### src/rtl/regfile_pkg.sv
// Shared constants and types for the register-file scoreboard.
//   NREG    : number of architectural registers (x0 hard-wired zero)
//   REG_W   : register index width
//   MAX_LAT : longest issue-to-write-back latency
//   LAT_W   : latency field width
//   CNT_W   : stall statistics counter width
//   slot_t  : one write-back slot {valid, destination register}
package regfile_pkg;
  localparam int NREG    = 32;
  localparam int REG_W   = 5;
  localparam int MAX_LAT = 4;
  localparam int LAT_W   = 3;
  localparam int CNT_W   = 16;

  typedef struct packed {
    logic             v;
    logic [REG_W-1:0] rd;
  } slot_t;
endpackage

### src/rtl/regfile_scoreboard_if.sv
// Issue / write-back bundle between the issue stage and the scoreboard.
//   master : issue stage (drives issue_*, observes ready, write-back, status)
//   slave  : scoreboard (drives issue_ready, wb_*, busy_vec, stall_cnt)
interface regfile_scoreboard_if;
  import regfile_pkg::*;

  logic             issue_valid;
  logic             issue_ready;
  logic [REG_W-1:0] issue_rs1;
  logic [REG_W-1:0] issue_rs2;
  logic             issue_use_rs1;
  logic             issue_use_rs2;
  logic [REG_W-1:0] issue_rd;
  logic             issue_rd_we;
  logic [LAT_W-1:0] issue_lat;
  logic             wb_valid;
  logic [REG_W-1:0] wb_rd;
  logic [NREG-1:0]  busy_vec;
  logic [CNT_W-1:0] stall_cnt;

  modport master (
    output issue_valid, issue_rs1, issue_rs2, issue_use_rs1, issue_use_rs2,
           issue_rd, issue_rd_we, issue_lat,
    input  issue_ready, wb_valid, wb_rd, busy_vec, stall_cnt
  );

  modport slave (
    input  issue_valid, issue_rs1, issue_rs2, issue_use_rs1, issue_use_rs2,
           issue_rd, issue_rd_we, issue_lat,
    output issue_ready, wb_valid, wb_rd, busy_vec, stall_cnt
  );
endinterface

### src/rtl/regfile_wb_slot_pipe.sv
// Shifting write-back slot pipeline with insert port and busy decoder.
// Slot k holds the write that retires k-1 cycles from now; slot 1 is the
// write-back happening this cycle.
//   clk, rst   : clock, asynchronous active-high reset
//   i_ins_en   : insert a write this cycle
//   i_ins_lat  : slot index to insert into (1..MAX_LAT)
//   i_ins_rd   : destination register of the inserted write
//   o_wb_valid : write strobe (slot 1 valid)
//   o_wb_rd    : write address (0 when no write)
//   o_busy_vec : per-register pending-write flag, bit 0 forced 0
//   o_slot_v   : slot valid bits 1..MAX_LAT+1 (top entry always empty)
module regfile_wb_slot_pipe
  import regfile_pkg::*;
(
  input  logic               clk,
  input  logic               rst,
  input  logic               i_ins_en,
  input  logic [LAT_W-1:0]   i_ins_lat,
  input  logic [REG_W-1:0]   i_ins_rd,
  output logic               o_wb_valid,
  output logic [REG_W-1:0]   o_wb_rd,
  output logic [NREG-1:0]    o_busy_vec,
  output logic [MAX_LAT+1:1] o_slot_v
);

  slot_t r_slot      [1:MAX_LAT];
  slot_t w_slot_next [1:MAX_LAT];

  for (genvar gi = 1; gi <= MAX_LAT; gi++) begin : g_slot
    slot_t w_shift;
    if (gi < MAX_LAT) begin : g_mid
      assign w_shift = r_slot[gi+1];
    end else begin : g_top
      assign w_shift = '0;
    end
    // The port check upstream guarantees w_shift is empty when we insert.
    assign w_slot_next[gi] = (i_ins_en && (i_ins_lat == LAT_W'(gi)))
                           ? slot_t'{v: 1'b1, rd: i_ins_rd}
                           : w_shift;
    assign o_slot_v[gi] = r_slot[gi].v;
  end

  assign o_slot_v[MAX_LAT+1] = 1'b0;

  always_ff @(posedge clk or posedge rst) begin
    if (rst) begin
      for (int k = 1; k <= MAX_LAT; k++) begin
        r_slot[k] <= '0;
      end
    end else begin
      for (int k = 1; k <= MAX_LAT; k++) begin
        r_slot[k] <= w_slot_next[k];
      end
    end
  end

  assign o_wb_valid = r_slot[1].v;
  assign o_wb_rd    = r_slot[1].v ? r_slot[1].rd : '0;

  // The slot being written back this cycle still counts as busy.
  always_comb begin
    o_busy_vec = '0;
    for (int k = 1; k <= MAX_LAT; k++) begin
      if (r_slot[k].v) begin
        o_busy_vec[r_slot[k].rd] = 1'b1;
      end
    end
    o_busy_vec[0] = 1'b0;
  end

endmodule

### src/rtl/regfile_scoreboard.sv
// Issue-stage scoreboard for a 2-read/1-write register file.
// Blocks issue on RAW, WAW, write-port collision or illegal latency, and
// schedules the single write port for fixed-latency units.
//   CLK, RST : clock, asynchronous active-high reset
//   bus      : issue request/ready, write-back strobe/address,
//              busy vector and saturating stall counter
module regfile_scoreboard
  import regfile_pkg::*;
(
  input logic                 CLK,
  input logic                 RST,
  regfile_scoreboard_if.slave bus
);

  logic [NREG-1:0]    w_busy;
  logic [MAX_LAT+1:1] w_slot_v;
  logic               w_alloc;
  logic               w_lat_ok;
  logic               w_raw;
  logic               w_waw;
  logic               w_port;
  logic               w_ready;
  logic               w_fire;
  logic [CNT_W-1:0]   r_stall_cnt;

  // Writes to x0 or instructions without a destination take no slot.
  assign w_alloc  = bus.issue_rd_we & (bus.issue_rd != '0);
  assign w_lat_ok = (bus.issue_lat >= LAT_W'(1)) &
                    (bus.issue_lat <= LAT_W'(MAX_LAT));

  assign w_raw = (bus.issue_use_rs1 & (bus.issue_rs1 != '0) & w_busy[bus.issue_rs1]) |
                 (bus.issue_use_rs2 & (bus.issue_rs2 != '0) & w_busy[bus.issue_rs2]);
  assign w_waw = w_alloc & w_busy[bus.issue_rd];

  // Slot lat+1 shifts into slot lat on this edge; if it is occupied the
  // new write would share a write-back cycle with it.
  always_comb begin
    w_port = 1'b0;
    for (int k = 1; k <= MAX_LAT; k++) begin
      if (bus.issue_lat == LAT_W'(k)) begin
        w_port = w_alloc & w_slot_v[k+1];
      end
    end
  end

  assign w_ready = ~RST & ~w_raw & ~w_waw & ~w_port & w_lat_ok;
  assign w_fire  = bus.issue_valid & w_ready;

  regfile_wb_slot_pipe u_slot_pipe (
    .clk        (CLK),
    .rst        (RST),
    .i_ins_en   (w_fire & w_alloc),
    .i_ins_lat  (bus.issue_lat),
    .i_ins_rd   (bus.issue_rd),
    .o_wb_valid (bus.wb_valid),
    .o_wb_rd    (bus.wb_rd),
    .o_busy_vec (w_busy),
    .o_slot_v   (w_slot_v)
  );

  always_ff @(posedge CLK or posedge RST) begin
    if (RST) begin
      r_stall_cnt <= '0;
    end else if (bus.issue_valid && !w_ready && (r_stall_cnt != '1)) begin
      r_stall_cnt <= r_stall_cnt + CNT_W'(1);
    end
  end

  assign bus.issue_ready = w_ready;
  assign bus.busy_vec    = w_busy;
  assign bus.stall_cnt   = r_stall_cnt;

endmodule

### src/flat_wrapper.sv
// flat-port wrapper written by rule: the top's interface ports become plain ports
module regfile_scoreboard_flat import regfile_pkg::*;
  (CLK, RST, bus_issue_valid, bus_issue_rs1, bus_issue_rs2, bus_issue_use_rs1, bus_issue_use_rs2, bus_issue_rd, bus_issue_rd_we, bus_issue_lat, bus_issue_ready, bus_wb_valid, bus_wb_rd, bus_busy_vec, bus_stall_cnt);
  regfile_scoreboard_if bus_i ();
  input logic CLK;
  input logic RST;
  input wire logic [$bits(bus_i.issue_valid)-1:0] bus_issue_valid;
  input wire logic [$bits(bus_i.issue_rs1)-1:0] bus_issue_rs1;
  input wire logic [$bits(bus_i.issue_rs2)-1:0] bus_issue_rs2;
  input wire logic [$bits(bus_i.issue_use_rs1)-1:0] bus_issue_use_rs1;
  input wire logic [$bits(bus_i.issue_use_rs2)-1:0] bus_issue_use_rs2;
  input wire logic [$bits(bus_i.issue_rd)-1:0] bus_issue_rd;
  input wire logic [$bits(bus_i.issue_rd_we)-1:0] bus_issue_rd_we;
  input wire logic [$bits(bus_i.issue_lat)-1:0] bus_issue_lat;
  output wire logic [$bits(bus_i.issue_ready)-1:0] bus_issue_ready;
  output wire logic [$bits(bus_i.wb_valid)-1:0] bus_wb_valid;
  output wire logic [$bits(bus_i.wb_rd)-1:0] bus_wb_rd;
  output wire logic [$bits(bus_i.busy_vec)-1:0] bus_busy_vec;
  output wire logic [$bits(bus_i.stall_cnt)-1:0] bus_stall_cnt;
  assign bus_i.issue_valid = bus_issue_valid;
  assign bus_i.issue_rs1 = bus_issue_rs1;
  assign bus_i.issue_rs2 = bus_issue_rs2;
  assign bus_i.issue_use_rs1 = bus_issue_use_rs1;
  assign bus_i.issue_use_rs2 = bus_issue_use_rs2;
  assign bus_i.issue_rd = bus_issue_rd;
  assign bus_i.issue_rd_we = bus_issue_rd_we;
  assign bus_i.issue_lat = bus_issue_lat;
  assign bus_issue_ready = bus_i.issue_ready;
  assign bus_wb_valid = bus_i.wb_valid;
  assign bus_wb_rd = bus_i.wb_rd;
  assign bus_busy_vec = bus_i.busy_vec;
  assign bus_stall_cnt = bus_i.stall_cnt;
  regfile_scoreboard u_core (.CLK(CLK), .RST(RST), .bus(bus_i));
endmodule
### config.mk
export PLATFORM = sky130hd
export DESIGN_NAME = regfile_scoreboard_flat
export DESIGN_NICKNAME = d
export VERILOG_FILES = /design/src/rtl/regfile_pkg.sv /design/src/rtl/regfile_scoreboard_if.sv /design/src/rtl/regfile_wb_slot_pipe.sv /design/src/rtl/regfile_scoreboard.sv /design/src/flat_wrapper.sv
export SDC_FILE = /design/constraint.sdc
export NUM_CORES = 1
export LEC_CHECK = 0
export CORE_MARGIN = 5
export CORE_UTILIZATION = 48
export DETAILED_ROUTE_END_ITERATION = 8
export PLACE_DENSITY = 0.78
export SKIP_CTS_REPAIR_TIMING = 1
export SYNTH_ARGS = -nofsm -noshare
export SYNTH_HDL_FRONTEND = slang
export SYNTH_SLANG_ARGS = --single-unit
### constraint.sdc
create_clock -name CLK -period 3 [get_ports CLK]
set_input_delay 0.6 -clock CLK [delete_from_list [all_inputs] [get_ports CLK]]
set_output_delay 0.6 -clock CLK [all_outputs]
set_load 0.01 [all_outputs]
== Yosys cells after proc, flatten, opt, wreduce, memory -nomap -nowiden ==
Cells that the tools add are included.
Word-level totals
  flip-flop bits (word level): 40
  input port bits: 24
  output and inout port bits: 55
  word-level logic and storage cells: 93
Operators by class
  $add $sub $neg: 1
  magnitude comparators: 13
  equal/unequal tests: 5
  multiplexer cells: 27
  bitwise logic cells: 24
  reductions and logical operators: 14
Operators with widths (count)
  two-way mux 32 bit: 4
  bitwise OR 32 bit: 3
  < comparator 5 x 6 -> 1 bit, second input constant: 7
  two-way mux 6 bit: 4
  demux 1 bit (select 5 bit): 4
  greater-or-equal comparator 5 x 1 -> 1 bit, second input constant: 4
  adder 16 x 1 -> 16 bit, second input constant: 1
  bitwise AND 1 bit: 16
  != test 16 bit, second input constant: 1
  binary-select mux 1 bit (select 5 bit): 3
  nonzero test 5 bit: 3
  two-way mux 1 bit: 11
  logical AND 1 bit: 10
  == test 3 x 2 -> 1 bit, second input constant: 2
  two-way mux 5 bit: 1
  inverter 1 bit: 4
  == test 3 x 1 -> 1 bit, second input constant: 1
  == test 3 bit, second input constant: 1
  greater-or-equal comparator 3 x 1 -> 1 bit, second input constant: 1
  <= comparator 3 bit, second input constant: 1
  logical NOT 1 bit: 1
  bitwise OR 1 bit: 1

== Longest topological paths before layout ==
  depth in word-level cells: 24
  gate-level depth with buffers: 13
  mapped depth without buffers: 11

== Modules after synthesis ==
Synthesis repeated with hierarchy kept, for this count alone.
Unflattened totals
  cell total of the unflattened synthesis: 369
  area total of the unflattened synthesis: 3771.1 sq um
Modules (own cells, without submodules)
  regfile_wb_slot_pipe: instances 1, cells each 199, area an instance 1918.1 sq um, seq. area each 600.6 sq um
  regfile_scoreboard: instances 1, cells each 170, area an instance 1853.0 sq um, seq. area each 400.4 sq um

== Worst setup path before layout ==
No wires, ideal clock.
  kind: in2reg
  from: in bus_issue_rd[0]
  to: reg u_core.u_slot_pipe.r_slot (netlist bit u_core.u_slot_pipe.g_slot[1].w_shift[0])
  setup time: 0.125 ns
  data arrival time: 3.206 ns
  data required time: 2.875 ns
  slack: -0.331 ns
  stages: 12
  path buffers: 2
  cell sequence: clkbuf_1 > nor2_1 > a31oi_1 > and3_1 > a311o_1 > nor4_2 > o311ai_1 > nor4_4 > nand3_4 > or4_4 > buf_6 > mux2_4
RTL lines
  start, declared: RTL line flat_wrapper.sv:12  | input wire logic [$bits(bus_i.issue_rd)-1:0] bus_issue_rd;
  end signal, assigned by index: RTL line regfile_wb_slot_pipe.sv:52  | r_slot[k] <= w_slot_next[k];
  end, declared: RTL line regfile_wb_slot_pipe.sv:26  | slot_t r_slot [1:MAX_LAT];

==> results.sh <==
export IMPL_grt_max_degree=41
export IMPL_synthDistinctLibCells=77
export IMPL_ir_drop_mv=0.458
export IMPL_fillers=466
export IMPL_die_w_um=100
export IMPL_outcome="complete, but fails checks"
export IMPL_p_sw_w=0.000500
export IMPL_dp_cells=819
export IMPL_ys_seq_area_share_pct=25.5
export IMPL_dp_hpwl_mm=14.3
export IMPL_ys_warn_count=0
export IMPL_internal_power_w=0.00113
export IMPL_seqPwrFrac_pct=40.0
export IMPL_ios=79
export IMPL_fin_crit_sh_pct=126
export IMPL_post_route_util_pct=85.5
export IMPL_gr_usage_met1_pct=45.9
export IMPL_p_sw_share_pct=30.6
export IMPL_clock_sinks=40
export IMPL_clkPwrFrac_pct=30.3
export IMPL_leakage_nw=3.12
export IMPL_synth_edf_count=0
export IMPL_final_common_cell="buf_4"
export IMPL_max_freq_mhz=265
export IMPL_synthArstFlopShare_pct=100
export IMPL_final_cell_mix="buf_4, clkdlybuf4s50_1, nand2_1, inv_1, o22ai_1"
export IMPL_period_minus_slack_ps=3770
export IMPL_top_usage_layer="met2"
export IMPL_ctsHtreeMaxLevel=2
export IMPL_crit_start="u_core.u_slot_pipe.o_slot_v[2]"
export IMPL_numPortBuffers=77
export IMPL_layout_setup_ws_ps=-769
export IMPL_crit_end="u_core.u_slot_pipe.g_slot[1].w_shift[1]"
export IMPL_grt_met2_usage_pct=58.7
export IMPL_antennaDiodeCount=0
export IMPL_path_clk_slew_ps=80
export IMPL_worstPathArrival_ps=3950
export IMPL_synth_main_ff_cell="dfrtp_1"
export IMPL_die_y_um=100
export IMPL_viasPerCell=6.60
export IMPL_cts_tree="done"
export IMPL_track_usage_pct=35.8
export IMPL_nets=767
export IMPL_crit_fanout=7
export IMPL_pwr_share_comb_pct=29.7
export IMPL_dp_slack_ps=-842
export IMPL_grt_overflow=0
export IMPL_drc=0
export IMPL_ff2ff_path_depth=13
export IMPL_crit_path_start_kind="register"
export IMPL_cp_required_ps=3180
export IMPL_cts_root_buf="clkbuf_8"
export IMPL_grt_use_met3_pct=8.62
export IMPL_avgSynthCellArea_um2=8.29
export IMPL_finalSetupViolCount=58
export IMPL_powerDensity_nw_per_um2=236
export IMPL_violations="setup timing"
export IMPL_drtIter0Drc=574
export IMPL_placed_area_um2=6180
export IMPL_fin_worst_skew_ps=6.92
export IMPL_gp_congestion=1.07
export IMPL_clk_insertion_delay_late_ps=290
export IMPL_criticalPathCategory="register to register"
export IMPL_rows=33
export IMPL_end_kind="register"
export IMPL_syn_inst=473
export IMPL_firstDrtPassIters=5
export IMPL_syn_nets=498
export IMPL_rsz0062_at_grt="true"
export IMPL_setup_tns_final_ps=-23790
export IMPL_maxCapViolations=0
export IMPL_dieArea_um2=10100
export IMPL_reg2reg_to="u_core.u_slot_pipe.g_slot[1].w_shift[1]"
export IMPL_wl_per_cell_um=23.7
export IMPL_tightestPinTransition_ps=578
export IMPL_syn2layout_area_growth_pct=76.5
export IMPL_drtAntennaViolNets=0
export IMPL_r2r_start="u_core.u_slot_pipe.o_slot_v[2]"
export IMPL_drv_slew=0
export IMPL_num_vias=5601
export IMPL_antenna_found_initial=0
export IMPL_hold_path_class="register to register"
export IMPL_slew_headroom_pct=61.2
export IMPL_grt_pass1_vias=5084
export IMPL_cts_buffers=5
export IMPL_syn_cell_area_um2=3920
export IMPL_routed_wl_mm=20.1
export IMPL_worst_r2r_setup_slack_ps=-770
export IMPL_initial_core_util_pct=48.4
export IMPL_fin_cells=848
export IMPL_drive_above_1_share_pct=46.7
export IMPL_timing_hold_violations_final=0
export IMPL_core_area_um2=8090
export IMPL_synth_seq_cells=40
export IMPL_final_area_um2=6920
export IMPL_grt_pass1_wl_mm=28.0
export IMPL_clock_path_buffers=2
[power by group through the flow]
stage / Combinational (W) / Sequential, W / Clock [W]
after floorplan: 0.000184 / 0.000662 / 0
after global placement: 0.000432 / 0.000647 / 0
after detailed placement: 0.000446 / 0.000660 / 0
after CTS: 0.000450 / 0.000651 / 0.000485
after global routing: 0.000517 / 0.000661 / 0.000523
final: 0.000485 / 0.000653 / 0.000494
[cells by family after synthesis]
group                    Yosys count  share of synthesized area (%)
AND/OR/NAND/NOR                  210                           33.2
AO/OA/AOI/OAI                    119                           22.4
buffers and inverters             62                           6.73
flip-flops                        40                           25.5
multiplexers                      25                           8.43
XOR/XNOR                          15                           3.35
adder cells (fa/ha/maj)            1                          0.319
other                              1                         0.0957
[registers in the layout, indices dropped and copies added, names as in the netlist]
register,flops
u_core.u_slot_pipe.o_slot_v,3
u_core.bus.stall_cnt,16
u_core.u_slot_pipe.g_slot.w_shift,15
u_core.u_slot_pipe.r_slot,5
u_core.u_slot_pipe.o_wb_valid,1
[metal layers]
layer | vias up | routed length (µm)
li1 | 2352 | -
met1 | 2632 | 7200
met2 | 480 | 9270
met4 | 0 | 1220
met3 | 137 | 2440
met5 | - | 0
[worst max-delay path: stages, from the launching register on]
cell	delay, ps
dfrtp_2	470
buf_4	180
nand4b_1	310
o22ai_1	190
buf_4	170
o21ai_0	270
o21ai_0	210
a41oi_2	220
nand4_1	160
nor4_4	340
nand3_4	130
buf_6	170
or4_4	500
mux2_4	330
[synth_stat cells (6+ instances only)]
cell type / count / area, µm²
nor4_1: 7 / 43.8
dfrtp_1: 40 / 1000
nor3_1: 19 / 95.1
and3_1: 7 / 43.8
o22ai_1: 40 / 250
nand4_1: 10 / 62.6
buf_2: 9 / 45.0
nand3_1: 17 / 85.1
a311oi_1: 6 / 52.6
clkbuf_1: 16 / 60.1
nor2_1: 29 / 109
nor2b_1: 9 / 56.3
and2_1: 10 / 62.6
nand2b_1: 12 / 75.1
a221oi_1: 7 / 61.3
nand4b_1: 13 / 114
xnor2_1: 14 / 123
or2_2: 12 / 75.1
inv_1: 30 / 113
o21ai_0: 16 / 80.1
mux2_2: 14 / 158
nand2_1: 32 / 120
[per-stage QoR]
stage	power, W	hold WS [ps]
6_report	0.00163	497
5_1_grt	0.00170	517
4_1_cts	0.00159	499
3_5_place_dp	0.00111	485
3_3_place_gp	0.00108	476
2_1_floorplan	0.000846	518
[cell type report]
type | instances | area (µm²) | area share (%)
timing repair buffer | 292 | 2410 | 34.9
tap | 105 | 131 | 1.90
clock buffer | 7 | 96.3 | 1.39
inverter | 32 | 120 | 1.74
multi-input combinational | 371 | 3110 | 44.9
sequential | 40 | 1020 | 14.7
clock inverter | 1 | 30.0 | 0.434
[worst min-delay path by stage]
stage          slack (ps)                startpoint                       end  cells past startpoint
3_5_place_dp          490  u_core.bus.stall_cnt[12]  u_core.bus.stall_cnt[12]                      1
3_3_place_gp          480   u_core.bus.stall_cnt[6]   u_core.bus.stall_cnt[6]                      1
2_1_floorplan         520  u_core.bus.stall_cnt[12]  u_core.bus.stall_cnt[12]                      1
4_1_cts               500   u_core.bus.stall_cnt[8]   u_core.bus.stall_cnt[8]                      1
6_report              500   u_core.bus.stall_cnt[8]   u_core.bus.stall_cnt[8]                      1
5_1_grt               520   u_core.bus.stall_cnt[6]   u_core.bus.stall_cnt[6]                      1
No activity file was read; power rests on OpenSTA's default activity.
